<file path="config.mk">
export PLATFORM = sky130hd
export DESIGN_NAME = tff_sync_counter_flat
export DESIGN_NICKNAME = d
export VERILOG_FILES = /design/src/rtl/tff_sync_counter_pkg.sv /design/src/rtl/tff_sync_counter_if.sv /design/src/rtl/tff_sync_counter_cell.sv /design/src/rtl/tff_sync_counter.sv /design/src/flat_wrapper.sv
export SDC_FILE = /design/constraint.sdc
export NUM_CORES = 1
export LEC_CHECK = 0
export CAP_MARGIN = 20
export CORE_UTILIZATION = 35
export CTS_BUF_LIST = sky130_fd_sc_hd__clkbuf_16
export DETAILED_ROUTE_END_ITERATION = 8
export PLACE_DENSITY = 0.78
export SETUP_SLACK_MARGIN = 0.05
export SLEW_MARGIN = 20
export SYNTH_ARGS = -nofsm -noshare
export SYNTH_HDL_FRONTEND = slang
export SYNTH_HIERARCHICAL = 1
export SYNTH_SLANG_ARGS = --single-unit
export TNS_END_PERCENT = 100
</file>
<file path="constraint.sdc">
create_clock -name clk -period 1.9 [get_ports clk]
set_input_delay 0.285 -clock clk [delete_from_list [all_inputs] [get_ports clk]]
set_output_delay 0.285 -clock clk [all_outputs]
set_load 0.02 [all_outputs]
</file>
<file path="src/rtl/tff_sync_counter_pkg.sv">
// Shared definitions for the toggle-cell modulo counter: direction encoding and
// default geometry.
package tff_sync_counter_pkg;

  localparam logic DIR_UP   = 1'b1;
  localparam logic DIR_DOWN = 1'b0;

  localparam int DEFAULT_WIDTH = 4;
  localparam int DEFAULT_MOD   = 10;

endpackage

</file>
<file path="src/rtl/tff_sync_counter_if.sv">
// Control/observation bundle of the modulo counter; the master drives commands,
// the counter (slave) returns state, toggle vector and terminal count.
interface tff_sync_counter_if #(
  parameter int WIDTH = 4
);
  logic             en;
  logic             up;
  logic             load;
  logic [WIDTH-1:0] d;
  logic [WIDTH-1:0] q;
  logic [WIDTH-1:0] t_vec;
  logic             tc;

  modport master (
    output en, up, load, d,
    input  q, t_vec, tc
  );

  modport slave (
    input  en, up, load, d,
    output q, t_vec, tc
  );
endinterface

</file>
<file path="src/rtl/tff_sync_counter_cell.sv">
// Single T flip-flop: toggles on a rising edge when t is high, cleared
// asynchronously by rst_n.
module tff_cell (
  input  logic clk,
  input  logic rst_n,
  input  logic t,
  output logic q
);

  logic q_q;

  always_ff @(posedge clk or negedge rst_n) begin
    if (!rst_n) begin
      q_q <= 1'b0;
    end else if (t) begin
      q_q <= ~q_q;
    end
  end

  assign q = q_q;

endmodule

</file>
<file path="src/rtl/tff_sync_counter.sv">
// Modulo-MOD up/down counter with clamped parallel load; the next state is
// converted to a per-bit toggle vector that drives a bank of T cells.
module tff_sync_counter
  import tff_sync_counter_pkg::*;
#(
  parameter int WIDTH = DEFAULT_WIDTH,
  parameter int MOD   = DEFAULT_MOD
) (
  input  logic                clk,
  input  logic                rst_n,
  tff_sync_counter_if.slave   bus
);

  localparam logic [WIDTH-1:0] LAST    = WIDTH'(MOD - 1);
  // One extra bit so MOD == 2^WIDTH compares correctly (clamp never fires).
  localparam logic [WIDTH:0]   MOD_EXT = (WIDTH + 1)'(MOD);

  logic [WIDTH-1:0] q_q;
  logic [WIDTH-1:0] cnt_d;
  logic [WIDTH-1:0] t_vec;
  logic             at_last;
  logic             at_zero;

  function automatic logic [WIDTH-1:0] clamp_load(input logic [WIDTH-1:0] v);
    return ({1'b0, v} >= MOD_EXT) ? LAST : v;
  endfunction

  function automatic logic [WIDTH-1:0] step_up(input logic [WIDTH-1:0] v);
    return (v == LAST) ? '0 : v + WIDTH'(1);
  endfunction

  function automatic logic [WIDTH-1:0] step_down(input logic [WIDTH-1:0] v);
    return (v == '0) ? LAST : v - WIDTH'(1);
  endfunction

  assign at_last = (q_q == LAST);
  assign at_zero = (q_q == '0);

  always_comb begin
    cnt_d = q_q;
    if (bus.load) begin
      cnt_d = clamp_load(bus.d);
    end else if (bus.en) begin
      cnt_d = (bus.up == DIR_UP) ? step_up(q_q) : step_down(q_q);
    end
  end

  assign t_vec = q_q ^ cnt_d;

  genvar i;
  generate
    for (i = 0; i < WIDTH; i++) begin : g_cell
      tff_cell u_cell (
        .clk   (clk),
        .rst_n (rst_n),
        .t     (t_vec[i]),
        .q     (q_q[i])
      );
    end
  endgenerate

  assign bus.q     = q_q;
  assign bus.t_vec = t_vec;
  assign bus.tc    = bus.en & ~bus.load &
                     (((bus.up == DIR_UP)   & at_last) |
                      ((bus.up == DIR_DOWN) & at_zero));

endmodule

</file>
<file path="src/flat_wrapper.sv">
// flat-port wrapper written by rule: the top's interface ports become plain ports
module tff_sync_counter_flat import tff_sync_counter_pkg::*;
#(
  parameter int WIDTH = DEFAULT_WIDTH,
  parameter int MOD   = DEFAULT_MOD
)
  (clk, rst_n, bus_en, bus_up, bus_load, bus_d, bus_q, bus_t_vec, bus_tc);
  tff_sync_counter_if #(.WIDTH(WIDTH)) bus_i ();
  input  logic clk;
  input  logic rst_n;
  input wire logic [$bits(bus_i.en)-1:0] bus_en;
  input wire logic [$bits(bus_i.up)-1:0] bus_up;
  input wire logic [$bits(bus_i.load)-1:0] bus_load;
  input wire logic [$bits(bus_i.d)-1:0] bus_d;
  output wire logic [$bits(bus_i.q)-1:0] bus_q;
  output wire logic [$bits(bus_i.t_vec)-1:0] bus_t_vec;
  output wire logic [$bits(bus_i.tc)-1:0] bus_tc;
  assign bus_i.en = bus_en;
  assign bus_i.up = bus_up;
  assign bus_i.load = bus_load;
  assign bus_i.d = bus_d;
  assign bus_q = bus_i.q;
  assign bus_t_vec = bus_i.t_vec;
  assign bus_tc = bus_i.tc;
  tff_sync_counter #(.WIDTH(WIDTH), .MOD(MOD)) u_core (.clk(clk), .rst_n(rst_n), .bus(bus_i));
endmodule
</file>
# Word-level counts from Yosys, hierarchy flattened
# Cells that the tools add are included.
totals:
  ff_bits: 4
  wordCells: 27
op_classes:
  bitwise_logic: 12
  mux: 6
  n_lt_le_gt_ge: 1
  n_eq_ne: 1
  addsub: 2
  n_reduce_logical: 1
op_table:
  columns: ["op", "count"]
  rows:
  - ["two-way mux 4 bit", 6]
  - ["inverter 1 bit", 6]
  - ["adder 4 x 1 -> 4 bit (second input constant)", 1]
  - ["bitwise AND 1 bit", 4]
  - ["equality test 4 bit (second input constant)", 1]
  - [">= comparator 4 bit (second input constant)", 1]
  - ["zero test 4 bit", 1]
  - ["subtractor 4 x 1 -> 4 bit (second input constant)", 1]
  - ["bitwise XOR 4 bit", 1]
  - ["OR 1 bit", 1]

# Depth between registers and ports, before layout
# Gate-level depths: netlist (run 1).
depth:
  word_depth: 6
  mapped_depth: 7

# Cells and area by module
# Netlist (run 1), hierarchy kept.
by_module_without_submodules:
  columns: ["mod", "seq_area_each_um2", "instances", "area_each_um2", "cells_per_inst"]
  rows:
  - ["tff_sync_counter", 0.0, 1, 392.9, 56]
  - ["tff_cell", 25.0, 4, 33.8, 2]

# Least setup slack after synthesis (run 1)
# No wires, ideal clock.
synth_path:
  kind: "reg2out"
  startpoint: "register u_core.g_cell[0].u_cell.q_q"
  endpoint: "output bus_t_vec[1]"
  setup_slack_ps: -256
  path_stages_with_launch: 7
  arrival_ps: 1871
  cell_sequence: "dfrtp_1 -> inv_1 -> ha_1 -> nor3b_1 -> o31ai_1 -> mux2_2 -> o221ai_1"
synth_between:
  elab_chain_len: 6
  elab_cells_between_ends: 10
  cone_classes: "add/sub: 2; eq/ne: 1; mux: 5; bitwise: 1; reduce/logical: 1"
synth_lines:
  columns: ["item", "line", "text"]
  rows:
  - ["start, declared", "tff_sync_counter_cell.sv:10", "logic q_q;"]
  - ["start signal, assigned", "tff_sync_counter_cell.sv:16", "q_q <= ~q_q;"]
  - ["subtractor 4 x 1 -> 4 bit (tied with other cells)", "tff_sync_counter.sv:33", "return (v == '0) ? LAST : v - WIDTH'(1);"]
  - ["two-way mux 4 bit, on equally long branches", "tff_sync_counter.sv:33, tff_sync_counter.sv:29", null]
  - ["two-way mux 4 bit (*)", "tff_sync_counter.sv:44", "cnt_d = (bus.up == DIR_UP) ? step_up(q_q) : step_down(q_q);"]
  - ["two-way mux 4 bit (*)", "tff_sync_counter.sv:43", "end else if (bus.en) begin"]
  - ["two-way mux 4 bit (*)", "tff_sync_counter.sv:41", "if (bus.load) begin"]
  - ["bitwise XOR 4 bit (*)", "tff_sync_counter.sv:48", "assign t_vec = q_q ^ cnt_d;"]
  - ["end, declared", "flat_wrapper.sv:16", "output wire logic [$bits(bus_i.t_vec)-1:0] bus_t_vec;"]
# Mark *: on every way between the ends. The rest lies on a longest branch, timed or not.

# Final worst setup path (run 1)
layout_path:
  startpoint: "register u_core.g_cell[1].u_cell.q_q"
  endpoint: "output bus_t_vec[3]"
layout_between:
  elab_chain_len: 6
  elab_cells_between_ends: 10
  cone_classes: "add/sub: 2; eq/ne: 1; mux: 5; bitwise: 1; reduce/logical: 1"
layout_lines:
  columns: ["item", "line"]
  rows:
  - ["start, declared", "tff_sync_counter_cell.sv:10"]
  - ["start signal, assigned", "tff_sync_counter_cell.sv:16"]
  - ["subtractor 4 x 1 -> 4 bit (tied with other cells)", "tff_sync_counter.sv:33"]
  - ["two-way mux 4 bit, on equally long branches", "tff_sync_counter.sv:33, tff_sync_counter.sv:29"]
  - ["two-way mux 4 bit (*)", "tff_sync_counter.sv:44"]
  - ["two-way mux 4 bit (*)", "tff_sync_counter.sv:43"]
  - ["two-way mux 4 bit (*)", "tff_sync_counter.sv:41"]
  - ["bitwise XOR 4 bit (*)", "tff_sync_counter.sv:48"]
# Marks and branches as above.

==> summary.md, run 1 <==
| Metric | Value |
|---|---|
| Largest cells by area after synthesis | dfrtp_1 19%, ha_1 7.1%, xor2_1 6.6% |
| Int Pwr | 1083 µW |
| Die X | approximately 41 µm |
| Post-DP HPWL | 1.242 mm |
| Area share of the largest cell type after synthesis | 18.96% |
| IO Pins | 18 |
| Total gr overflow | 0 |
| Synth Warn # | 6 |
| Syn_area_per_cell | 8.250 µm² |
| Fraction of registers with async set/reset | 100.0% |
| Clk pwr share | 18.5% |
| Met1 usage | 27.21% |
| Switching Power | 755.3 µW |
| Vias | 649 |
| F_max | 449.5 MHz |
| Critical path class | reg -> out |
| Worst slew pin tran | 0.3505 ns |
| DRT iter0 DRCs | 17 |
| CP Launch Type | register |
| Sw frac | 41.10% |
| Clk_lat worst skew | 0.23 ns |
| Floorplan core area | roughly 1400 µm² |
| Slew HR | 76.39% |
| First-pass GRT wire length | between 2 and 3 mm |
| Synthesized Nets | 76 |
| Clock Skew | 0.003051 ns |
| Sink Count | 4 |
| CTS Buf Count | 3 |
| Clock Path Buffers | 2 |
| CTS H-tree lvls | 1 |
| Synth Flop Type | dfrtp_1 |
| CP required | 1.62 ns |
| Multi-input gate area | around 460 µm² |
| Gr usage total | a little over a quarter |
| CP Max Fanout | 4 |
| Fillers | 115 |
| First-pass DRT Iterations | 4 |
| Number of port buffers | 17 |
| Remaining DRCs | 0 |
| Synth Area in Adders | 7.109% |
| CTS tree | yes |
| Final WS setup | -0.3248 ns |
| Post-synth EDFFs | 0 |
| Met2 usage | 50.39% |
| Flop pwr share | 10.4% |
| Share of layout cells above drive strength 1 | 45.71% |
| Gp weighted congestion | 0.8577 |
| Drt wl/cell | 15.57 µm |
| Top Usage Layer GRT | met2 |
| Die footprint | around 1700 µm² |
| Final net count | 118 |
| Pins Over Slew Limit | 0 |
| Antenna-violating nets left | 0 |
| Register area | just over 100 µm² |
| Run status | finished, violations left |
| Row count | 13 |
| Number of max-cap violations | 0 |
| RSZ-0062 raised after global routing | yes |
| Most frequent cells in the layout | 24 x buf_4, 11 x clkdlybuf4s50_1, 6 x nand2_1, 4 x nor2b_1 |
| Placed cell areas | 873.3 µm² |
| Initial antenna violation count | 0 |
| Die Ht | 40.84 µm |
| Post-route minimum period | around 2.2 ns |
| Mux contribution to synthesized area | under 10% |
| Post-Synth XOR/XNOR Area | 11.61% |
| Clk slew on worst S/H paths | ~0.030 ns |
| Pin count of the biggest net entering global routing | 17 |
| Logic pwr share | 71.1% |
| Post-layout instance area | roughly 1000 µm² |
| Synth Cell Area | 528.0 µm² |
| Post-synth top area cell | dfrtp_1 |
| Worst vdd ir | between 1 and 1.5 mV |
| Yosys reg bits | 4 |
| Root buf cell | clkbuf_16 |
| Failing checks | setup timing |
| Starting Density | 39.11% |
| Crit path DAT | 1.94 ns |
| Simple-Gate Fraction of Synth Area | 28.67% |
| Diode count | 0 |
| Final setup vio count | 6 |
| Compound-cell area share of the yosys netlist | 26.78% |
| Area grow syn2layout | 89.81% |
| Period utilization | 117.1% |
| Cell count after synthesis | 64 |
| Cell variety after synth | 32 |
| Final hold violations | 0 |
| Vias in the first global route | 654 |
| Pre-CTS setup slack | -0.6608 ns |
| GRT met3 Usage | 3.804% |
| Seq/Total Area, Yosys | 18.96% |
| Commonest non-fill, non-tap cell in the layout | buf_4 |
| Cell area power density | between 1500 and 2000 nW/µm² |
| Number of flip-flops in the largest register | 4 |
| CP Capture Type | primary output |
| Hold Crit Class | in -> async |
| Routed wire length | around 1.9 mm |
| Largest family of logic cells by synthesized area | simple AND/OR/NAND/NOR gates |
| Vias per cell | 5.408 |
| Leak | 0.0004179 µW |
## power groups by stage
stage	Sequential, µW	Combinational, µW	Clock [µW]
2_1_floorplan	274	557	0
3_3_place_gp	187	1100	0
3_5_place_dp	192	1140	0
4_1_cts	188	1270	343
5_1_grt	194	1390	354
6_report	191	1310	341
## worst max-delay path, stage by stage (launching register included)
cell and delay, ns:
dfrtp_2 0.43, or4b_4 0.53, o31a_1 0.13, a221oi_2 0.25, a2bb2oi_2 0.21, buf_4 0.17
## kinds of logic (layout without fill, tap and decap cells)
logic type                 count (synthesis)  in the layout
and+or+nand+nor                           25             25
muxes                                      1              1
xor gates and xnor gates                   7              7
DFF                                        4              4
AOI/OAI and AO/OA                         18             18
buffers and inverters                      6             47
adders and majority gates                  3              3
## final timing paths
kind,startpoint,to,slack [ns],cells past startpoint
min,rst_n,u_core/g_cell[0].u_cell/q$_DFFE_PN0P_,0.27,1
min in group clk,u_core/g_cell[2].u_cell/q$_DFFE_PN0P_,u_core/g_cell[2].u_cell/q$_DFFE_PN0P_,0.67,2
max,u_core/g_cell[1].u_cell/q$_DFFE_PN0P_,bus_t_vec[3],-0.32,5
max reg2reg,u_core/g_cell[1].u_cell/q$_DFFE_PN0P_,u_core/g_cell[3].u_cell/q$_DFFE_PN0P_,-0.03,6
min reg2reg,u_core/g_cell[2].u_cell/q$_DFFE_PN0P_,u_core/g_cell[2].u_cell/q$_DFFE_PN0P_,0.67,2
max in group asynchronous,rst_n,u_core/g_cell[1].u_cell/q$_DFFE_PN0P_,1.43,1
## cell usage after synthesis, types with 2 or more instances
cell	number
xor2_1	4
o21ai_0	5
nor2b_1	4
nor2_1	3
nand4b_1	2
ha_1	3
nand3_1	2
buf_2	2
xnor2_1	3
o211ai_1	3
inv_1	3
nand2_1	6
nor3b_1	2
dfrtp_1	4
## final cells by class
class	instances	area share (%)
flip-flops and latches	4	10.24
inverters	3	1.124
well taps	15	1.873
multi-input cells	54	45.82
clock inverters	1	0.3745
repair buffers	40	33.08
clock buffers	3	7.491
## what timing repair did
action / in CTS / in global routing
hold buffers: 0 / 0
setup endpoints to repair: 8 / 8
gates resized for setup: 34 / 3
gates cloned: 0 / 0
buffers inserted: 4 / 0
pin swaps: 5 / 5
## per-layer routing
layer / part of all wire [%] / wire, µm
met4: 1.0 / 19
met5: 0 / 0
met2: 55 / 1020
met1: 40 / 754
met3: 3.9 / 73
## metrics by stage
stage | setup TNS (ns) | instances | total power [µW] | hold WS, ns | util [%]
global route | -1.262 | 120 | 1941 | 0.2899 | 74.24
finish | -0.9106 | 120 | 1838 | 0.2710 | 74.24
CTS | -0.7659 | 120 | 1803 | 0.2738 | 73.68
global placement | -2.454 | 113 | 1288 | 0.4955 | 64.69
detailed placement | -2.663 | 113 | 1335 | 0.5029 | 64.69
floorplan | -0.1380 | 64 | 831.3 | -0.01059 | -
No activity file was read; power rests on OpenSTA's default activity.
==> run 2, diff against run 1 <==
Settings changed: CTS_CLUSTER_DIAMETER from default to 60.
==> results of run 2 <==
The final DEF is identical to that of run 1; final timing and power are the same.
